<file path="src/rtl/mac_pkg.sv">
`default_nettype none
// ============================================================================
// Module  : mac_pkg
// Purpose : Shared types and default widths for the MAC datapath.
//           - acc_state_e : accumulator control states
//           - *_WIDTH_DEF : default parameter values for the datapath blocks
// Revision: 1.0 - initial release
// ============================================================================
package mac_pkg;

  // Default widths. A product is twice the multiplier operand width.
  localparam int PROD_WIDTH_DEF = 32;
  localparam int ACC_WIDTH_DEF  = 40;
  localparam int CNT_WIDTH_DEF  = 8;

  // IDLE  : no partial sum held
  // ACCUM : partial sum held, waiting for more terms
  // DONE  : finished result presented on the output port
  typedef enum logic [1:0] {
    IDLE  = 2'd0,
    ACCUM = 2'd1,
    DONE  = 2'd2
  } acc_state_e;

endpackage : mac_pkg
`default_nettype wire

</file>
<file path="src/rtl/sat_adder.sv">
`default_nettype none
// ============================================================================
// Module  : sat_adder
// Purpose : Unsigned ACC_WIDTH adder with carry detection and optional
//           clamp-to-all-ones on carry. Purely combinational.
// Ports   : acc    in  [ACC_WIDTH-1:0] running sum
//           addend in  [ACC_WIDTH-1:0] zero-extended term
//           sum    out [ACC_WIDTH-1:0] clamped or wrapped result
//           carry  out                 carry out of the ACC_WIDTH+1 bit sum
// Revision: 1.0 - initial release
// ============================================================================
module sat_adder #(
  parameter int ACC_WIDTH = 40,
  parameter int SATURATE  = 1
) (
  input  logic [ACC_WIDTH-1:0] acc,
  input  logic [ACC_WIDTH-1:0] addend,
  output logic [ACC_WIDTH-1:0] sum,
  output logic                 carry
);

  // One extra bit so the carry is captured rather than lost.
  logic [ACC_WIDTH:0] full_sum;

  assign full_sum = {1'b0, acc} + {1'b0, addend};
  assign carry    = full_sum[ACC_WIDTH];

  generate
    if (SATURATE != 0) begin : g_saturate
      assign sum = carry ? {ACC_WIDTH{1'b1}} : full_sum[ACC_WIDTH-1:0];
    end else begin : g_wrap
      assign sum = full_sum[ACC_WIDTH-1:0];
    end
  endgenerate

endmodule : sat_adder
`default_nettype wire

</file>
<file path="src/rtl/product_accumulator.sv">
`default_nettype none
// ============================================================================
// Module  : product_accumulator
// Purpose : Sums a last-delimited vector of unsigned products into a wider
//           accumulator and reports sum, term count and sticky overflow.
// Ports   : clk        in                   rising-edge clock
//           rst_n      in                   asynchronous active-low reset
//           clear      in                   synchronous abort of all state
//           in_valid   in                   product beat valid
//           in_ready   out                  beat can be accepted
//           in_product in  [PROD_WIDTH-1:0] unsigned product
//           in_last    in                   beat closes the vector
//           out_valid  out                  result valid
//           out_ready  in                   consumer takes result
//           out_sum    out [ACC_WIDTH-1:0]  accumulated sum
//           out_count  out [CNT_WIDTH-1:0]  term count (saturating)
//           out_ovf    out                  overflow seen in the vector
// Revision: 1.0 - initial release
// ============================================================================
module product_accumulator
  import mac_pkg::*;
#(
  parameter int PROD_WIDTH = PROD_WIDTH_DEF,
  parameter int ACC_WIDTH  = ACC_WIDTH_DEF,
  parameter int CNT_WIDTH  = CNT_WIDTH_DEF,
  parameter int SATURATE   = 1
) (
  input  logic                  clk,
  input  logic                  rst_n,
  input  logic                  clear,
  input  logic                  in_valid,
  output logic                  in_ready,
  input  logic [PROD_WIDTH-1:0] in_product,
  input  logic                  in_last,
  output logic                  out_valid,
  input  logic                  out_ready,
  output logic [ACC_WIDTH-1:0]  out_sum,
  output logic [CNT_WIDTH-1:0]  out_count,
  output logic                  out_ovf
);

  localparam logic [CNT_WIDTH-1:0] CNT_ONE = CNT_WIDTH'(1);
  localparam logic [CNT_WIDTH-1:0] CNT_MAX = {CNT_WIDTH{1'b1}};

  // --------------------------------------------------------------------------
  // State
  // --------------------------------------------------------------------------
  acc_state_e            state_q,     state_d;
  logic [ACC_WIDTH-1:0]  acc_q,       acc_d;
  logic [CNT_WIDTH-1:0]  cnt_q,       cnt_d;
  logic                  ovf_q,       ovf_d;
  logic                  out_valid_q, out_valid_d;
  logic [ACC_WIDTH-1:0]  out_sum_q,   out_sum_d;
  logic [CNT_WIDTH-1:0]  out_count_q, out_count_d;
  logic                  out_ovf_q,   out_ovf_d;

  // --------------------------------------------------------------------------
  // Handshake
  // --------------------------------------------------------------------------
  logic in_fire;
  logic out_fire;

  // A held result blocks input unless it is being taken this same cycle.
  assign in_ready = !out_valid_q | out_ready;
  assign in_fire  = in_valid & in_ready;
  assign out_fire = out_valid_q & out_ready;

  // --------------------------------------------------------------------------
  // Datapath: running sum plus the incoming term
  // --------------------------------------------------------------------------
  logic [ACC_WIDTH-1:0] addend;
  logic [ACC_WIDTH-1:0] add_sum;
  logic                 add_carry;

  assign addend = ACC_WIDTH'(in_product);

  sat_adder #(
    .ACC_WIDTH (ACC_WIDTH),
    .SATURATE  (SATURATE)
  ) u_sat_adder (
    .acc    (acc_q),
    .addend (addend),
    .sum    (add_sum),
    .carry  (add_carry)
  );

  // Values the vector takes once the current beat is folded in. A beat in
  // IDLE or DONE starts a fresh vector; only ACCUM continues one. In DONE a
  // beat is only accepted when the held result leaves in the same cycle.
  logic                 new_vector;
  logic [ACC_WIDTH-1:0] beat_acc;
  logic [CNT_WIDTH-1:0] beat_cnt;
  logic                 beat_ovf;

  always_comb begin
    new_vector = (state_q != ACCUM);
    if (new_vector) begin
      beat_acc = addend;
      beat_cnt = CNT_ONE;
      beat_ovf = 1'b0;
    end else begin
      beat_acc = add_sum;
      beat_cnt = (cnt_q == CNT_MAX) ? CNT_MAX : (cnt_q + CNT_ONE);
      beat_ovf = ovf_q | add_carry;
    end
  end

  // --------------------------------------------------------------------------
  // Next-state logic
  // --------------------------------------------------------------------------
  always_comb begin
    state_d     = state_q;
    acc_d       = acc_q;
    cnt_d       = cnt_q;
    ovf_d       = ovf_q;
    out_valid_d = out_valid_q;
    out_sum_d   = out_sum_q;
    out_count_d = out_count_q;
    out_ovf_d   = out_ovf_q;

    if (clear) begin
      // Abort wins over everything, including a beat presented this cycle.
      state_d     = IDLE;
      acc_d       = '0;
      cnt_d       = '0;
      ovf_d       = 1'b0;
      out_valid_d = 1'b0;
    end else begin
      if (out_fire) begin
        out_valid_d = 1'b0;
        state_d     = IDLE;
      end

      if (in_fire) begin
        acc_d = beat_acc;
        cnt_d = beat_cnt;
        ovf_d = beat_ovf;
        if (in_last) begin
          out_sum_d   = beat_acc;
          out_count_d = beat_cnt;
          out_ovf_d   = beat_ovf;
          out_valid_d = 1'b1;
          state_d     = DONE;
        end else begin
          state_d = ACCUM;
        end
      end
    end
  end

  // --------------------------------------------------------------------------
  // Registers
  // --------------------------------------------------------------------------
  always_ff @(posedge clk or negedge rst_n) begin
    if (!rst_n) begin
      state_q     <= IDLE;
      acc_q       <= '0;
      cnt_q       <= '0;
      ovf_q       <= 1'b0;
      out_valid_q <= 1'b0;
      out_sum_q   <= '0;
      out_count_q <= '0;
      out_ovf_q   <= 1'b0;
    end else begin
      state_q     <= state_d;
      acc_q       <= acc_d;
      cnt_q       <= cnt_d;
      ovf_q       <= ovf_d;
      out_valid_q <= out_valid_d;
      out_sum_q   <= out_sum_d;
      out_count_q <= out_count_d;
      out_ovf_q   <= out_ovf_d;
    end
  end

  assign out_valid = out_valid_q;
  assign out_sum   = out_sum_q;
  assign out_count = out_count_q;
  assign out_ovf   = out_ovf_q;

endmodule : product_accumulator
`default_nettype wire

</file>
<file path="config.mk">
export PLATFORM = sky130hd
export DESIGN_NAME = product_accumulator
export DESIGN_NICKNAME = d
export VERILOG_FILES = /design/src/rtl/mac_pkg.sv /design/src/rtl/sat_adder.sv /design/src/rtl/product_accumulator.sv
export SDC_FILE = /design/constraint.sdc
export NUM_CORES = 1
export LEC_CHECK = 0
export BUFFER_PORTS_ARGS = -buffer_cell sky130_fd_sc_hd__buf_2
export CAP_MARGIN = 20
export CORE_ASPECT_RATIO = 0.75
export CORE_MARGIN = 2
export CORE_UTILIZATION = 53
export CTS_BUF_LIST = sky130_fd_sc_hd__clkbuf_4 sky130_fd_sc_hd__clkbuf_8 sky130_fd_sc_hd__clkbuf_16
export CTS_CLUSTER_SIZE = 8
export DETAILED_ROUTE_END_ITERATION = 7
export PLACE_DENSITY = 0.78
export SYNTH_ARGS = -nofsm -noshare
export SYNTH_HDL_FRONTEND = slang
export SYNTH_SLANG_ARGS = --single-unit
</file>
<file path="constraint.sdc">
create_clock -name clk -period 2.89 [get_ports clk]
set_input_delay 0.578 -clock clk [delete_from_list [all_inputs] [get_ports clk]]
set_output_delay 0.578 -clock clk [all_outputs]
set_load 0.02 [all_outputs]
</file>
# ---- Word-level counts from Yosys, hierarchy flattened
# Index checks and enable logic that the tools add are counted.
# Widths: inputs -> output; s select.
dict set report classes {
  mux 19
  n_eq_ne 2
  n_reduce_logical 4
  add_sub_neg 2
  n_bitwise 5
}
# op n
set op_table {}
lappend op_table {{$mux 40} 4}
lappend op_table {{$add 40x32->41} 1}
lappend op_table {{$mux 8} 4}
lappend op_table {{$add 8x1->8 const B} 1}
lappend op_table {{$eq 8x8->1 const B} 1}
lappend op_table {{$mux 2} 4}
lappend op_table {{$mux 1} 7}
lappend op_table {{$reduce_and 3->1} 1}
lappend op_table {{$reduce_bool 3->1} 1}
lappend op_table {{$and 1x1->1} 2}
lappend op_table {{$ne 2x1->1 const B} 1}
lappend op_table {{$or 1x1->1} 2}
lappend op_table {{$reduce_bool 2->1} 1}
lappend op_table {{$logic_not 1->1} 1}
lappend op_table {{$not 1->1} 1}
dict set report word_totals {
  regBits 101
  elab_cells 40
  out_inout_bits 51
  input_bits 38
}

# ---- Logic depth before layout (Yosys ltp)
dict set report depth {
  ltp_word 5
  depth_mapped 13
  ltp_nobuf 11
}

# ---- Hierarchy
# Synthesis repeated with hierarchy kept, for this count alone.
dict set report unflattened {
  cells_unflattened 795
  area_unflattened_um2 6916.6
}
# mod cells_per_inst instances area_per_inst_um2 seq_area_each_um2
set by_module_without_submodules {}
lappend by_module_without_submodules {product_accumulator 396 1 4231.6 2527.4}
lappend by_module_without_submodules {sat_adder 399 1 2685.1 0.0}

# ---- Worst setup path after synthesis
# OpenSTA, ideal clock, no wires.
dict set report synth_path {
  kind {input to register}
  from {input in_product[0]}
  to {register acc_q[26]}
  arrival_ps 2838
  setup_time_ps 124
  t_required_ps 2766
  slack_ps -72
  n_path_buf 0
  cell_stages 11
  cell_sequence {ha_1 fa_1 a211oi_1 o21ai_1 o21ai_1 nand3_1 a31oi_1 o21ai_1 a31oi_1 xnor2_1 o31a_1}
}
dict set report synth_between {
  elab_chain_cells 5
}
# element line
set synth_rtl {}
lappend synth_rtl {{start, declared} product_accumulator.sv:33} ;# input logic [PROD_WIDTH-1:0] in_product,
lappend synth_rtl {{$add 40x32->41} sat_adder.sv:25} ;# assign full_sum = {1'b0, acc} + {1'b0, addend};
lappend synth_rtl {{$mux 40} sat_adder.sv:30} ;# assign sum = carry ? {ACC_WIDTH{1'b1}} : full_sum[ACC_WIDTH-1:0];
lappend synth_rtl {{$mux 40} product_accumulator.sv:97} ;# if (new_vector) begin
lappend synth_rtl {{$mux 40} product_accumulator.sv:134} ;# if (in_fire) begin
lappend synth_rtl {{$mux 40} product_accumulator.sv:121} ;# if (clear) begin
lappend synth_rtl {{end signal, assigned} product_accumulator.sv:157} ;# acc_q <= '0;
lappend synth_rtl {{end signal, assigned} product_accumulator.sv:166} ;# acc_q <= acc_d;
lappend synth_rtl {{end, declared} product_accumulator.sv:49} ;# logic [ACC_WIDTH-1:0] acc_q, acc_d;
# Every way passes these cells. The select of a mux whose other input is x is not followed.
# A chain may end at the register's enable or synchronous reset.

# ---- Worst setup path in the final report
dict set report layout_path {
  from {register acc_q[9]}
  to {register out_sum_q[31] (netlist: out_sum[31])}
}
dict set report layout_between {
  elab_chain_cells 3
}
# element line
set layout_rtl {}
lappend layout_rtl {{$add 40x32->41} sat_adder.sv:25}
lappend layout_rtl {{$mux 40} sat_adder.sv:30}
lappend layout_rtl {{$mux 40} product_accumulator.sv:97}
lappend layout_rtl {{end signal, assigned} product_accumulator.sv:170} ;# out_sum_q <= out_sum_d;
lappend layout_rtl {{end, declared} product_accumulator.sv:53} ;# logic [ACC_WIDTH-1:0] out_sum_q, out_sum_d;
# Every way passes these cells.

==> results.cfg <==
[run_status]
outcome = finished clean

[synthesis]
synth-xor-area-share_pct = 4.78
synth-simple-area-share_pct = 17.4
synth_cell_types = 72
syn_area_um2 = 6230
synth_commonest_cells = 104 x nand2_1, 101 x dfrtp_1, 49 x a21oi_1
synth_edf_count = 0
yosys_register_bits = 101
synth.yosys.warnings = 0
synth_compound_area_share_pct = 25.5
synth_ff_type = dfrtp_1
avgSynthCellArea_um2 = 9.00
syn_inst = 692
ys_async_sr_fraction_pct = 100
syn_nets = 764
yosysTopAreaCell = dfrtp_1
synthAdderAreaFrac_pct = 6.95
synth_area_leaders = dfrtp_1 41%, ha_1 6.6%, nand2_1 6.3%, a21oi_1 3.9%, o21ai_0 3.4%
ys_seq_area_share_pct = 40.6
synthMuxAreaShare_pct = 1.57
synth_top_family_by_area = compound AO/OA/AOI/OAI gates
synth_top_cell_area_share_pct = 40.6
synth.most_common_cell = nand2_1

[timing]
period_minus_slack_ns = 2.79
worst_pin_slew_ns = 0.673
skew_ns = 0.00736
worst_hold_slack_ns = 0.254
slew_viol_final = 0
finalCritPeriodShare_pct = 96.7
maxSlewHeadroom_pct = 55.1
setup_violations = 0
hold_viol_final = 0
timing.fmax_ghz = 0.358
rsz0062_at_grt = yes

[drt]
dr_total_vias = 5916
via_per_inst = 5.82
drc = 0
drt_iter0_markers = 451
routed_wl_mm = 17.6
post_drt_wl_per_cell_um = 17.3
drtPass1Iterations = 5
postRouteAntennaNets = 0

[global_route]
grt_remaining_overflow = 0
grtUsageMet2_pct = 43.7
grt_max_degree = 52
grtUsageTotal_pct = 28.8
grt_busiest_layer = met2
grt_pass1_wl_mm = 29.1
grtUsageMet1_pct = 41.9
antenna_found_initial = 0
use_met3_pct = 6.74
grt_pass1_vias = 5901

[worst_hold_path]
hold_class = input port to async pin

[final_layout]
nets = 921
syn_to_final_growth_pct = 27.1
drive_gt1_share_pct = 31.0
antenna_cells = 0

[clocking]
htree_levels = 3
path_clk_slew_ns = 0.07
clockBufferDepth = 2
numCtsBuffers = 9
cts_sinks = 101
cts_root_buffer = clkbuf_16
cts_tree = built
hold_buffers = 0
insertion_delay_ns = 0.35

[pwr]
power_mw = 4.12
ir_drop_mv = 0.373
p_per_area_nw_per_um2 = 521
cellLeakagePower_nw = 3.81

[floorplanning]
ios = 89
start_util_pct = 54.0
die_h_um = 97.9
core_area_um2 = 11500
die_x_um = 129
die_area_um2 = 12600
core.rowCount = 34

[critical_path]
path_max_fanout = 4
startpoint = acc_q[9]
crit_path_end_kind = flop
cp-start-kind = flop
crit_arrival_ns = 3.02
worstSetupPathType = flop to flop
cp_data_required_time_ns = 3.12
r2r_start = acc_q[9]

[placed_design]
dp_hpwl_mm = 13.1
place_congestion = 1.01
io_buffers = 88

[flow_run]
cap_violations = 0
==> logic make-up (layout without fill, tap and decap cells) <==
kind of cell	Yosys count	count (layout)
compound gates	240	240
simple gates	231	231
flops	101	101
buf+inv	43	205
fa+ha+maj	34	34
xor+xnor	34	34
mux	9	9
==> critical path: stages (launching register included) <==
cell	delay [ns]
dfrtp_1	0.39
ha_1	0.35
and4_2	0.25
nand4_1	0.13
a21o_1	0.23
a2111o_1	0.52
and3b_1	0.22
xor2_1	0.18
a31oi_2	0.13
mux2_2	0.28
==> layout by cell type (no fill, tap or decap), types with 19 or more instances in the layout <==
cell,n
nand2_1,103
nor2_1,40
o21ai_1,40
o21ai_0,41
ha_1,28
buf_2,87
dfrtp_1,100
buf_4,90
nand3_1,19
a21oi_1,47
==> cell type report <==
class                           instances  area [um2]
Fill cell                             950        3610
Tap cell                              162         203
Sequential cell                       101        2530
Timing Repair Buffer                  180        1160
Inverter                                9        33.8
Clock inverter                          3        43.8
Clock buffer                           13         262
Multi-Input combinational cell        548        3680
==> final timing paths <==
check / to / slack [ns] / depth (start not counted)
worst min register to register: out_sum[32] / 0.46 / 2
min in group clk: out_sum[32] / 0.46 / 2
max in group asynchronous: acc_q[1] / 1.90 / 2
worst max-delay path: out_sum[31] / 0.1 / 9
worst max register to register: out_sum[31] / 0.1 / 9
worst min-delay path: acc_q[10] / 0.25 / 1
==> registers in the layout, indices dropped and copies added (netlist names) <==
register	cells
acc_q	40
state_q	2
out_sum	40
out_ovf	1
out_valid	1
ovf_q	1
cnt_q	8
out_count	8
==> what timing repair did <==
item,in CTS,in global routing
cloned,0,0
pin swaps,0,9
setup buffers,0,2
setup endpoints to repair,1,73
resized for setup,1,24
==> stage by stage <==
step / setup slack, ns / TNS (ns) / std cells / util (%) / cell area, um2
floorplan: 0.00616 / 0 / 692 / - / 6260
global placement: -0.166 / -8.59 / 998 / 64.7 / 7450
detailed placement: -0.283 / -14.99 / 998 / 64.7 / 7450
CTS: 0.00280 / 0 / 1014 / 67.3 / 7760
global route: -0.00624 / -0.0210 / 1016 / 68.7 / 7920
finish: 0.0966 / 0 / 1016 / 68.7 / 7920
==> per-layer routing <==
layer	part of all wire, %	routed length, um
met5	0	0
met1	47	8230
met4	1.2	214
met3	7.2	1280
met2	45	7900
==> power by group <==
part	switching (mW)	total, mW	internal [mW]
logic	0.713	1.23	0.519
clock network	0.529	1.26	0.727
registers	0.0840	1.63	1.55
No activity file was read; power rests on OpenSTA's default activity.
